===== src/rtl/tpp_decoder_sync_if.sv =====
// ---------------------------------------------------------------------------
// tpp_decoder_sync_if
// Bus bundle between the TPP downlink decoder and its surroundings.
//   master : drives decoder inputs (enable, envelope, parser end flags) and
//            observes the decoded symbol / word / status outputs.
//   slave  : the decoder itself.
// Ports carried:
//   dec_en, din, cmd_end, early_end           -> decoder
//   sym_data, sym_valid, word_data, word_bits,
//   word_valid, delimiter, tc_val, busy,
//   frame_err, dec_done, dec_done_dly         <- decoder
// ---------------------------------------------------------------------------
interface tpp_decoder_sync_if #(
    parameter int CNT_W  = 9,
    parameter int DATA_W = 8
);
    logic                      dec_en;
    logic                      din;
    logic                      cmd_end;
    logic                      early_end;
    logic [1:0]                sym_data;
    logic                      sym_valid;
    logic [DATA_W-1:0]         word_data;
    logic [$clog2(DATA_W):0]   word_bits;
    logic                      word_valid;
    logic                      delimiter;
    logic [CNT_W-2:0]          tc_val;
    logic                      busy;
    logic                      frame_err;
    logic                      dec_done;
    logic                      dec_done_dly;

    modport master (
        output dec_en, din, cmd_end, early_end,
        input  sym_data, sym_valid, word_data, word_bits, word_valid,
               delimiter, tc_val, busy, frame_err, dec_done, dec_done_dly
    );

    modport slave (
        input  dec_en, din, cmd_end, early_end,
        output sym_data, sym_valid, word_data, word_bits, word_valid,
               delimiter, tc_val, busy, frame_err, dec_done, dec_done_dly
    );
endinterface


===== src/rtl/tpp_decoder_sync.sv =====
// ---------------------------------------------------------------------------
// tpp_decoder_sync
// Fully synchronous TPP (pulse-position) downlink decoder.
// Synchronises the envelope, validates the delimiter, measures Tcal1/Tcal2,
// slices every following rise-to-rise interval into a 2-bit symbol and packs
// the symbols MSB-first into DATA_W-bit words. Partial words are flushed when
// the frame ends (parser end flags or an over-long interval).
// Ports:
//   clk_1_92m : baseband clock, all logic on posedge
//   rst       : asynchronous active-high reset
//   bus       : tpp_decoder_sync_if.slave (inputs dec_en/din/cmd_end/
//               early_end, all outputs registered)
// ---------------------------------------------------------------------------
module tpp_decoder_sync #(
    parameter int CNT_W       = 9,
    parameter int DATA_W      = 8,
    parameter int SYNC_STAGES = 2,
    parameter int DELIM_MIN   = 20,
    parameter int DELIM_MAX   = 30,
    parameter int TIMEOUT     = 310,
    parameter int DONE_HOLD   = 6
) (
    input  logic                 clk_1_92m,
    input  logic                 rst,
    tpp_decoder_sync_if.slave    bus
);
    localparam int WB_W = $clog2(DATA_W) + 1;

    localparam logic [CNT_W-1:0] CNT_ZERO    = {CNT_W{1'b0}};
    localparam logic [CNT_W-1:0] CNT_ONE     = {{(CNT_W-1){1'b0}}, 1'b1};
    localparam logic [CNT_W-1:0] CNT_MAX     = {CNT_W{1'b1}};
    localparam logic [CNT_W-1:0] DELIM_MIN_C = CNT_W'(DELIM_MIN);
    localparam logic [CNT_W-1:0] DELIM_MAX_C = CNT_W'(DELIM_MAX);
    localparam logic [CNT_W-1:0] TIMEOUT_C   = CNT_W'(TIMEOUT);
    localparam logic [CNT_W-1:0] HOLD_C      = CNT_W'(DONE_HOLD);
    localparam logic [WB_W-1:0]  NSYM_C      = WB_W'(DATA_W / 2);
    localparam logic [WB_W-1:0]  NSYM_ZERO   = {WB_W{1'b0}};
    localparam logic [WB_W-1:0]  NSYM_ONE    = {{(WB_W-1){1'b0}}, 1'b1};

    typedef enum logic [2:0] {
        IDLE  = 3'd0,
        DELIM = 3'd1,
        CAL1  = 3'd2,
        CAL2  = 3'd3,
        DATA  = 3'd4,
        DONE  = 3'd5
    } state_t;

    state_t                state_r;
    logic [SYNC_STAGES-1:0] sync_r;
    logic                  s_q_r;
    logic [CNT_W-1:0]      cnt_r;
    logic [CNT_W-1:0]      tcal1_r;
    logic [CNT_W:0]        p1_r, p2_r, p3_r;
    logic [DATA_W-1:0]     pack_r;
    logic [WB_W-1:0]       nsym_r;

    logic [1:0]            sym_data_r;
    logic                  sym_valid_r;
    logic [DATA_W-1:0]     word_data_r;
    logic [WB_W-1:0]       word_bits_r;
    logic                  word_valid_r;
    logic                  delimiter_r;
    logic [CNT_W-2:0]      tc_val_r;
    logic                  busy_r;
    logic                  frame_err_r;
    logic                  dec_done_r;
    logic                  dec_done_dly_r;

    logic                  s_s, rise_s, fall_s;
    logic [CNT_W-1:0]      cnt_inc_s;
    logic [CNT_W:0]        q1_s, q2_s, p1_s, p2_s, p3_s;
    logic [CNT_W:0]        n_ext_s;
    logic [1:0]            sym_s;
    logic [DATA_W-1:0]     sym_word_s;
    logic                  take_sym_s;
    logic [DATA_W-1:0]     pack_nxt_s;
    logic [WB_W-1:0]       nsym_nxt_s;
    logic                  frame_end_s;
    logic                  emit_s;

    assign s_s    = sync_r[SYNC_STAGES-1];
    assign rise_s = s_s & ~s_q_r;
    assign fall_s = ~s_s & s_q_r;

    // Saturating increment of the interval counter.
    assign cnt_inc_s = (cnt_r == CNT_MAX) ? cnt_r : (cnt_r + CNT_ONE);

    // Pivots are formed from the latched Tcal1 and the Tcal2 being measured now.
    assign q1_s = {3'b000, tcal1_r[CNT_W-1:2]};
    assign q2_s = {3'b000, cnt_r[CNT_W-1:2]};
    assign p1_s = q1_s + q2_s;
    assign p2_s = p1_s + q2_s;
    assign p3_s = p2_s + q2_s;

    assign n_ext_s     = {1'b0, cnt_r};
    assign sym_word_s  = {sym_s, {(DATA_W-2){1'b0}}};
    assign take_sym_s  = (state_r == DATA) & rise_s;
    assign frame_end_s = bus.cmd_end | bus.early_end | (cnt_r >= TIMEOUT_C);

    // Slice the current interval against the three pivots.
    always_comb begin
        sym_s = 2'b10;
        if (n_ext_s < p1_r) begin
            sym_s = 2'b00;
        end else if (n_ext_s < p2_r) begin
            sym_s = 2'b01;
        end else if (n_ext_s < p3_r) begin
            sym_s = 2'b11;
        end else begin
            sym_s = 2'b10;
        end
    end

    // Next pack contents, including a symbol decoded this cycle; a word is
    // emitted when full, or on frame end if anything at all is packed.
    always_comb begin
        pack_nxt_s = pack_r;
        nsym_nxt_s = nsym_r;
        if (take_sym_s) begin
            pack_nxt_s = pack_r | (sym_word_s >> {nsym_r, 1'b0});
            nsym_nxt_s = nsym_r + NSYM_ONE;
        end else begin
            pack_nxt_s = pack_r;
            nsym_nxt_s = nsym_r;
        end
        emit_s = (nsym_nxt_s == NSYM_C) | (frame_end_s & (nsym_nxt_s != NSYM_ZERO));
    end

    // Envelope synchroniser and one-clock delay for edge detection.
    always_ff @(posedge clk_1_92m or posedge rst) begin
        if (rst) begin
            sync_r <= {SYNC_STAGES{1'b1}};
            s_q_r  <= 1'b1;
        end else begin
            sync_r <= {sync_r[SYNC_STAGES-2:0], bus.din};
            s_q_r  <= s_s;
        end
    end

    // Decoder FSM with interval counter, calibration, packing and status outputs.
    always_ff @(posedge clk_1_92m or posedge rst) begin
        if (rst) begin
            state_r        <= IDLE;
            cnt_r          <= CNT_ZERO;
            tcal1_r        <= CNT_ZERO;
            p1_r           <= {(CNT_W+1){1'b0}};
            p2_r           <= {(CNT_W+1){1'b0}};
            p3_r           <= {(CNT_W+1){1'b0}};
            pack_r         <= {DATA_W{1'b0}};
            nsym_r         <= NSYM_ZERO;
            sym_data_r     <= 2'b00;
            sym_valid_r    <= 1'b0;
            word_data_r    <= {DATA_W{1'b0}};
            word_bits_r    <= {WB_W{1'b0}};
            word_valid_r   <= 1'b0;
            delimiter_r    <= 1'b0;
            tc_val_r       <= {(CNT_W-1){1'b0}};
            busy_r         <= 1'b0;
            frame_err_r    <= 1'b0;
            dec_done_r     <= 1'b0;
            dec_done_dly_r <= 1'b0;
        end else begin
            sym_valid_r    <= 1'b0;
            word_valid_r   <= 1'b0;
            delimiter_r    <= 1'b0;
            frame_err_r    <= 1'b0;
            dec_done_r     <= 1'b0;
            dec_done_dly_r <= 1'b0;
            cnt_r          <= cnt_inc_s;
            if (!bus.dec_en) begin
                // Silent abort: no flush, no status pulses, tc_val kept.
                state_r <= IDLE;
                busy_r  <= 1'b0;
                cnt_r   <= CNT_ZERO;
                pack_r  <= {DATA_W{1'b0}};
                nsym_r  <= NSYM_ZERO;
            end else begin
                case (state_r)
                    IDLE: begin
                        if (fall_s) begin
                            state_r <= DELIM;
                            busy_r  <= 1'b1;
                            cnt_r   <= CNT_ONE;
                        end else begin
                            busy_r  <= 1'b0;
                        end
                    end
                    DELIM: begin
                        if (rise_s) begin
                            cnt_r <= CNT_ONE;
                            if ((cnt_r >= DELIM_MIN_C) && (cnt_r <= DELIM_MAX_C)) begin
                                state_r     <= CAL1;
                                delimiter_r <= 1'b1;
                            end else begin
                                state_r <= IDLE;
                                busy_r  <= 1'b0;
                            end
                        end else if (cnt_r > DELIM_MAX_C) begin
                            state_r <= IDLE;
                            busy_r  <= 1'b0;
                        end else begin
                            state_r <= DELIM;
                        end
                    end
                    CAL1: begin
                        if (rise_s) begin
                            tcal1_r <= cnt_r;
                            cnt_r   <= CNT_ONE;
                            state_r <= CAL2;
                        end else if (cnt_r >= TIMEOUT_C) begin
                            state_r     <= IDLE;
                            busy_r      <= 1'b0;
                            frame_err_r <= 1'b1;
                        end else begin
                            state_r <= CAL1;
                        end
                    end
                    CAL2: begin
                        if (rise_s) begin
                            cnt_r <= CNT_ONE;
                            if (tcal1_r > cnt_r) begin
                                state_r  <= DATA;
                                tc_val_r <= tcal1_r[CNT_W-1:1] - cnt_r[CNT_W-1:1];
                                p1_r     <= p1_s;
                                p2_r     <= p2_s;
                                p3_r     <= p3_s;
                                pack_r   <= {DATA_W{1'b0}};
                                nsym_r   <= NSYM_ZERO;
                            end else begin
                                state_r     <= IDLE;
                                busy_r      <= 1'b0;
                                frame_err_r <= 1'b1;
                            end
                        end else if (cnt_r >= TIMEOUT_C) begin
                            state_r     <= IDLE;
                            busy_r      <= 1'b0;
                            frame_err_r <= 1'b1;
                        end else begin
                            state_r <= CAL2;
                        end
                    end
                    DATA: begin
                        if (take_sym_s) begin
                            sym_data_r  <= sym_s;
                            sym_valid_r <= 1'b1;
                            cnt_r       <= CNT_ONE;
                        end else begin
                            sym_data_r  <= sym_data_r;
                        end
                        if (emit_s) begin
                            word_data_r  <= pack_nxt_s;
                            word_bits_r  <= {nsym_nxt_s[WB_W-2:0], 1'b0};
                            word_valid_r <= 1'b1;
                            pack_r       <= {DATA_W{1'b0}};
                            nsym_r       <= NSYM_ZERO;
                        end else begin
                            pack_r <= pack_nxt_s;
                            nsym_r <= nsym_nxt_s;
                        end
                        // A rise coincident with the end is already in pack_nxt_s.
                        if (frame_end_s) begin
                            state_r    <= DONE;
                            dec_done_r <= 1'b1;
                            cnt_r      <= CNT_ONE;
                        end else begin
                            state_r <= DATA;
                        end
                    end
                    DONE: begin
                        // The counter is reused as the hold timer; din is ignored.
                        if (cnt_r >= HOLD_C) begin
                            state_r        <= IDLE;
                            busy_r         <= 1'b0;
                            dec_done_dly_r <= 1'b1;
                        end else begin
                            state_r <= DONE;
                        end
                    end
                    default: begin
                        state_r <= IDLE;
                        busy_r  <= 1'b0;
                    end
                endcase
            end
        end
    end

    assign bus.sym_data     = sym_data_r;
    assign bus.sym_valid    = sym_valid_r;
    assign bus.word_data    = word_data_r;
    assign bus.word_bits    = word_bits_r;
    assign bus.word_valid   = word_valid_r;
    assign bus.delimiter    = delimiter_r;
    assign bus.tc_val       = tc_val_r;
    assign bus.busy         = busy_r;
    assign bus.frame_err    = frame_err_r;
    assign bus.dec_done     = dec_done_r;
    assign bus.dec_done_dly = dec_done_dly_r;
endmodule

===== src/flat_wrapper.sv =====
// flat-port wrapper written by rule: the top's interface ports become plain ports
module tpp_decoder_sync_flat 
#(
    parameter int CNT_W       = 9,
    parameter int DATA_W      = 8,
    parameter int SYNC_STAGES = 2,
    parameter int DELIM_MIN   = 20,
    parameter int DELIM_MAX   = 30,
    parameter int TIMEOUT     = 310,
    parameter int DONE_HOLD   = 6
)
  (clk_1_92m, rst, bus_dec_en, bus_din, bus_cmd_end, bus_early_end, bus_sym_data, bus_sym_valid, bus_word_data, bus_word_bits, bus_word_valid, bus_delimiter, bus_tc_val, bus_busy, bus_frame_err, bus_dec_done, bus_dec_done_dly);
  tpp_decoder_sync_if #(.CNT_W(CNT_W), .DATA_W(DATA_W)) bus_i ();
  input  logic clk_1_92m;
  input  logic rst;
  input wire logic [$bits(bus_i.dec_en)-1:0] bus_dec_en;
  input wire logic [$bits(bus_i.din)-1:0] bus_din;
  input wire logic [$bits(bus_i.cmd_end)-1:0] bus_cmd_end;
  input wire logic [$bits(bus_i.early_end)-1:0] bus_early_end;
  output wire logic [$bits(bus_i.sym_data)-1:0] bus_sym_data;
  output wire logic [$bits(bus_i.sym_valid)-1:0] bus_sym_valid;
  output wire logic [$bits(bus_i.word_data)-1:0] bus_word_data;
  output wire logic [$bits(bus_i.word_bits)-1:0] bus_word_bits;
  output wire logic [$bits(bus_i.word_valid)-1:0] bus_word_valid;
  output wire logic [$bits(bus_i.delimiter)-1:0] bus_delimiter;
  output wire logic [$bits(bus_i.tc_val)-1:0] bus_tc_val;
  output wire logic [$bits(bus_i.busy)-1:0] bus_busy;
  output wire logic [$bits(bus_i.frame_err)-1:0] bus_frame_err;
  output wire logic [$bits(bus_i.dec_done)-1:0] bus_dec_done;
  output wire logic [$bits(bus_i.dec_done_dly)-1:0] bus_dec_done_dly;
  assign bus_i.dec_en = bus_dec_en;
  assign bus_i.din = bus_din;
  assign bus_i.cmd_end = bus_cmd_end;
  assign bus_i.early_end = bus_early_end;
  assign bus_sym_data = bus_i.sym_data;
  assign bus_sym_valid = bus_i.sym_valid;
  assign bus_word_data = bus_i.word_data;
  assign bus_word_bits = bus_i.word_bits;
  assign bus_word_valid = bus_i.word_valid;
  assign bus_delimiter = bus_i.delimiter;
  assign bus_tc_val = bus_i.tc_val;
  assign bus_busy = bus_i.busy;
  assign bus_frame_err = bus_i.frame_err;
  assign bus_dec_done = bus_i.dec_done;
  assign bus_dec_done_dly = bus_i.dec_done_dly;
  tpp_decoder_sync #(.CNT_W(CNT_W), .DATA_W(DATA_W), .SYNC_STAGES(SYNC_STAGES), .DELIM_MIN(DELIM_MIN), .DELIM_MAX(DELIM_MAX), .TIMEOUT(TIMEOUT), .DONE_HOLD(DONE_HOLD)) u_core (.clk_1_92m(clk_1_92m), .rst(rst), .bus(bus_i));
endmodule

===== config.mk =====
export PLATFORM = sky130hd
export DESIGN_NAME = tpp_decoder_sync_flat
export DESIGN_NICKNAME = d
export VERILOG_FILES = /design/src/rtl/tpp_decoder_sync_if.sv /design/src/rtl/tpp_decoder_sync.sv /design/src/flat_wrapper.sv
export SDC_FILE = /design/constraint.sdc
export NUM_CORES = 1
export LEC_CHECK = 0
export BUFFER_PORTS_ARGS = -buffer_cell sky130_fd_sc_hd__clkbuf_2
export CAP_MARGIN = 5
export CORE_MARGIN = 1
export CORE_UTILIZATION = 55
export DETAILED_ROUTE_END_ITERATION = 8
export PLACE_DENSITY = 0.73
export SKIP_CTS_REPAIR_TIMING = 1
export SLEW_MARGIN = 20
export SYNTH_ARGS = -nofsm -noshare
export SYNTH_HDL_FRONTEND = slang
export SYNTH_SLANG_ARGS = --single-unit

===== constraint.sdc =====
create_clock -name clk_1_92m -period 5.05 [get_ports clk_1_92m]
set_clock_uncertainty 0.2 [all_clocks]
set_input_delay 0.505 -clock clk_1_92m [delete_from_list [all_inputs] [get_ports clk_1_92m]]
set_output_delay 0.505 -clock clk_1_92m [all_outputs]
set_load 0.005 [all_outputs]

==> results of run 1 <==
==> sequential cells by signal, indices dropped and copies added (netlist names) <==
name and count:
u_core.bus.frame_err 1, u_core.tcal1_r 9, u_core.nsym_r 4, u_core.s_q_r 1, u_core.bus.delimiter 1, u_core.p1_r 8, u_core.state_r 3, u_core.pack_r 8
u_core.bus.busy 1, u_core.cnt_r 9, u_core.bus.word_bits 3, u_core.bus.dec_done_dly 1, u_core.bus.tc_val 8, u_core.bus.word_valid 1, u_core.bus.dec_done 1, u_core.p2_r 9
u_core.bus.word_data 8, u_core.p3_r 9, u_core.bus.sym_valid 1, u_core.sync_r 2, u_core.bus.sym_data 2
==> kinds of logic (layout without fill, tap and decap cells) <==
group | count (synthesis) | in the layout | share of synthesized area
other | 1 | 1 | 0.000645
and+or+nand+nor | 185 | 185 | 0.152
muxes | 15 | 15 | 0.0355
buffers and inverters | 79 | 108 | 0.0559
xor gates and xnor gates | 29 | 29 | 0.0437
AOI/OAI and AO/OA | 173 | 173 | 0.186
DFF | 90 | 90 | 0.388
adders and majority gates | 62 | 62 | 0.139
==> cells in the final DEF (no fill, tap or decap), drive strengths merged, types with 12 or more instances in the layout <==
| cell type | n |
|---|---|
| xnor2 | 17 |
| xor2 | 12 |
| nor2 | 47 |
| o21ai | 59 |
| nand3 | 13 |
| a21oi | 44 |
| inv | 56 |
| ha | 58 |
| dfrtp | 87 |
| clkbuf | 43 |
| nand2 | 68 |
==> final timing paths <==
path	end	cells past startpoint	slack (ns)	startpoint
worst max-delay path	u_core.p3_r[8]$_DFFE_PP0P_	19	0.50	u_core.cnt_r[3]$_DFF_PP0_
worst min-delay path	u_core.bus.sym_data[0]$_DFFE_PP0P_	2	0.02	rst
worst max register to register	u_core.p3_r[8]$_DFFE_PP0P_	19	0.50	u_core.cnt_r[3]$_DFF_PP0_
worst min register to register	u_core.sync_r[1]$_DFF_PP1_	0	0.16	u_core.sync_r[0]$_DFF_PP1_
max in group asynchronous	u_core.s_q_r$_DFF_PP1_	3	3.67	rst
min in group clk_1_92m	u_core.sync_r[1]$_DFF_PP1_	0	0.16	u_core.sync_r[0]$_DFF_PP1_
==> where the power goes <==
group	internal, uW	switching (uW)	leakage (uW)	total, uW
sequential	727	9.04	0.00116	736
combinational	31.0	54.4	0.00180	85.4
clock	198	273	0.0000937	470
==> critical path: stages (launching register included) <==
cell	delay, ns
dfrtp_2	0.55
inv_1	0.21
ha_1	0.40
nand2b_1	0.19
a221oi_1	0.34
nor2_1	0.08
nor2_1	0.10
nor2_1	0.06
xnor2_1	0.27
ha_1	0.32
a21o_1	0.18
a31oi_1	0.18
xnor2_1	0.11
ha_1	0.21
or3_1	0.37
o21ai_0	0.12
nor2_1	0.11
a211oi_1	0.26
a21oi_1	0.07
o21ai_0	0.14
==> through the flow <==
step	setup WS, ns	std cells
2_1_floorplan	1.01	634
3_3_place_gp	0.659	782
3_5_place_dp	0.348	782
4_1_cts	0.334	798
5_1_grt	0.157	799
6_report	0.495	799
==> metal layers <==
metal	vias to the layer above	routed length (microns)	track usage
met1	2237	5980	0.340
met4	0	320	0.0956
li1	2253	-	-
met5	-	0	0
met2	100	5850	0.391
met3	28	402	0.0405
==> final cells by class <==
cell class	count	area, sq um
fillers	921	4010
multi-input cells	465	3240
flip-flops and latches	90	2260
repair buffers	39	213
inverters	53	201
well taps	136	170
clock buffers	10	138
clock inverters	6	47.5
==> qor.txt, run 1 <==
PwrDens: 206 nW/um^2
First DRT Iteration DRCs: 262
layout cells sized above 1: 0.128
fmax: 220 MHz
CTS Sinks: 90
status: finished clean
# diodes: 0
area share of the largest cell type after synthesis: 0.374
prevailing post-synth register cell: dfrtp_1
register bit total from synthesis: 90
H-Tree Depth: 3
Die ar.: 11000 sq um
setup TNS: 0 ns
CTS buffer count: 9
routed via count: 4618
Synth area leaders: dfrtp_1, ha_1, o21ai_0
Die Height: 105 microns
Worst Path Arrival: 4.64 ns
Chip Width: 105 microns
unrepaired setup endpoints after global routing: false
number of global-route vias before repair: 4526
Clock Tree Root: clkbuf_8
Hold/Removal Path Class: primary input to asynchronous set/reset pin
worst rel slew slack: 0.334
Pwr Total: 1290 uW
post-layout net count: 726
Setup CP Type: flop to flop
All-Layer GR Usage: 0.247
CP endpoint kind: flop
Setup violations, final: 0
final instance area: 6260 sq um
Syn. warnings: 0
TritonCTS clock tree: built
drt drc: 0
Gate Count Post-Synth: 634
Starting Density: 0.566
Cell Area, Synth: 5810 sq um
wire per inst: 15.7 microns
Synth area leader: dfrtp_1
HPWL Detailed: 9.17 mm
Pre-Repair DR Iteration Count: 7
Area growth, synth to finish: 7.75%
ys async rst share: 1.00
Vias per Instance: 5.78
period utilization: 0.902
CP Max Fanout: 13
Avg Cell Area, Syn: 9.17 sq um
initial antenna violation count: 0
clock-pin transition on the worst setup and hold timing paths: 0.09 ns
count leader, synth: dfrtp_1
Seq/Total Area, Yosys: 0.388
Hold WS: 0.0158 ns
Leak: 0.00305 uW
startpoint types: flop
CP required: 5.14 ns
clock buffer depth: 2
max_cap viols: 0
GP Congestion: 0.893
Tmin final: 4.55 ns
Pins Over Slew Limit: 0
post-layout util: 0.610
Post-synth EDFFs: 0
core area: 10300 sq um
total gr overflow: 0
clock latency on the worst-skew pair: 0.37 ns
synth cell count leaders: dfrtp_1, nand2_1, ha_1
I/O pin cnt: 35
VDD IR-drop max: 0.126 mV
Final Hold Viols: 0
final WL: 12.5 mm
first-pass GRT wire length: 21.6 mm
cell row count: 37
I/O Buffers: 33
Cell variety after synth: 64
measured slew at the worst slew-check pin: 1.00 ns
Syn Nets: 702
post-route ant nets: 0
placed cell areas: 6070 sq um
largest net degree at the start of global routing: 58
(Power assumes the default switching activity.)
==> run 2, diff against run 1 <==
- CTS_BUF_LIST: default -> sky130_fd_sc_hd__clkbuf_2
==> run 2 against run 1 <==
Effect of this change: sequential power is essentially flat; routed wire length is 0.35% lower; final area down 0.94%; maximum frequency down 0.92%; highest routed layer unchanged.
==> qor.txt, run 2 (synthesis results as in run 1) <==
status: finished clean
Worst Path Arrival: 4.90 ns
r2r setup slk: 0.45 ns
HPWL Detailed: 9.17 mm
post-route ant nets: 0
Area growth, synth to finish: 6.74%
worst reg2reg path depth: 19
clock buffer depth: 2
startpoint types: flop
Vias per Instance: 5.74
CP Max Fanout: 13
H-Tree Depth: 3
Hold Path Sink: u_core.bus.dec_done_dly$_DFF_PP0_
fmax: 218 MHz
I/O Buffers: 33
Chip Width: 105 microns
CTS Sinks: 90
final WL: 12.5 mm
PwrDens: 187 nW/um^2
drt drc: 0
Leak: 0.00303 uW
measured slew at the worst slew-check pin: 1.01 ns
cell depth of the worst hold path: 3
placed cell areas: 6070 sq um
Die ar.: 11000 sq um
layout cells sized above 1: 0.126
setup TNS: 0 ns
Fillers: 934
post-layout net count: 729
CP required: 5.35 ns
Pins Over Slew Limit: 0
Final Hold Viols: 0
CP endpoint kind: flop
# diodes: 0
unrepaired setup endpoints after global routing: false
Die Height: 105 microns
period utilization: 0.910
VDD IR-drop max: 0.112 mV
wire per inst: 15.6 microns
Clock Tree Root: clkbuf_2
All-Layer GR Usage: 0.246
total gr overflow: 0
first-pass GRT wire length: 21.6 mm
Hold/Removal Path Class: primary input to flop
most frequent cells in the layout: dfrtp_1, nand2_1, ha_1, o21ai_0, inv_1
worst rel slew slack: 0.327
clock-pin transition on the worst setup and hold timing paths: 0.25 ns
cell row count: 37
clock latency on the worst-skew pair: 0.58 ns
largest net degree at the start of global routing: 58
Starting Density: 0.566
worst setup path startpoint: u_core.cnt_r[3]$_DFF_PP0_
Pre-Repair DR Iteration Count: 4
Setup violations, final: 0
max_cap viols: 0
commonest non-fill, non-tap cell in the layout: dfrtp_1
Tmin final: 4.60 ns
Reg-to-Reg End: u_core.p3_r[8]$_DFFE_PP0P_
r2r startpoint: u_core.cnt_r[3]$_DFF_PP0_
core area: 10300 sq um
initial antenna violation count: 0
Hold Crit Start: bus_dec_en
CTS buffer count: 9
First DRT Iteration DRCs: 242
routed via count: 4604
GP Congestion: 0.893
number of global-route vias before repair: 4533
TritonCTS clock tree: built
final instance area: 6210 sq um
I/O pin cnt: 35
Setup CP Type: flop to flop
==> run 2: cell count changes in the layout (fill, tap and decap cells not counted) <==
cell / change
clkinv_1: +1
dlygate4sd3_1: +3
clkbuf_8: -10
clkbuf_2: +9
==> run 2: layer usage <==
metal | routed length [microns] | track usage | part of all wire | vias up
met5 | 0 | 0 | 0 | -
met4 | 308 | 0.105 | 0.025 | 0
met3 | 385 | 0.0312 | 0.031 | 22
met2 | 5830 | 0.391 | 0.47 | 96
met1 | 5980 | 0.339 | 0.48 | 2221
li1 | - | - | - | 2265
==> run 2: stage by stage <==
stage	setup WS, ns	utilization	cells	total power [uW]	hold slack (ns)
global route	0.129	0.604	802	1210	0.0157
detailed placement	0.348	0.590	782	835	0.149
floorplan	1.01	-	634	810	0.145
finish	0.453	0.604	802	1160	0.0399
CTS	0.315	0.600	798	1170	-0.260
global placement	0.659	0.590	782	834	0.147
==> run 2: layout make-up <==
type,instances,area [sq um],area share
timing repair buffer,42,243,0.0391
clock inverter,7,51.3,0.00827
tap,136,170,0.0274
multi-input combinational,465,3240,0.522
inverter,53,201,0.0325
sequential,90,2260,0.364
clock buffer,9,45.0,0.00726
==> run 2: worst max-delay path by stage <==
stage | cells after the start | endpoint
4_1_cts | 19 | u_core.p3_r[8]$_DFFE_PP0P_
3_5_place_dp | 19 | u_core.p3_r[8]$_DFFE_PP0P_
5_1_grt | 19 | u_core.p3_r[8]$_DFFE_PP0P_
2_1_floorplan | 19 | u_core.p3_r[8]$_DFFE_PP0P_
6_report | 19 | u_core.p3_r[8]$_DFFE_PP0P_
3_3_place_gp | 19 | u_core.p3_r[8]$_DFFE_PP0P_
==> run 2: power breakdown <==
| part | internal, uW | total, uW | switching (uW) | leakage (uW) |
|---|---|---|---|---|
| Clock | 69.1 | 335 | 266 | 0.0000607 |
| Combinational | 32.5 | 87.0 | 54.6 | 0.00181 |
| Sequential | 730 | 739 | 8.94 | 0.00116 |
| Total | 831 | 1160 | 330 | 0.00303 |
==> run 2: critical path: stages, from the launching register on <==
cell      delay, ns
dfrtp_2        0.59
inv_1          0.21
ha_1           0.40
nand2b_1       0.19
a221oi_1       0.34
nor2_1         0.08
nor2_1         0.10
nor2_1         0.06
xnor2_1        0.28
ha_1           0.33
a21o_1         0.18
a31oi_1        0.18
xnor2_1        0.11
ha_1           0.21
or3_1          0.37
o21ai_0        0.13
nor2_1         0.12
a211oi_1       0.26
a21oi_1        0.06
o21ai_0        0.14
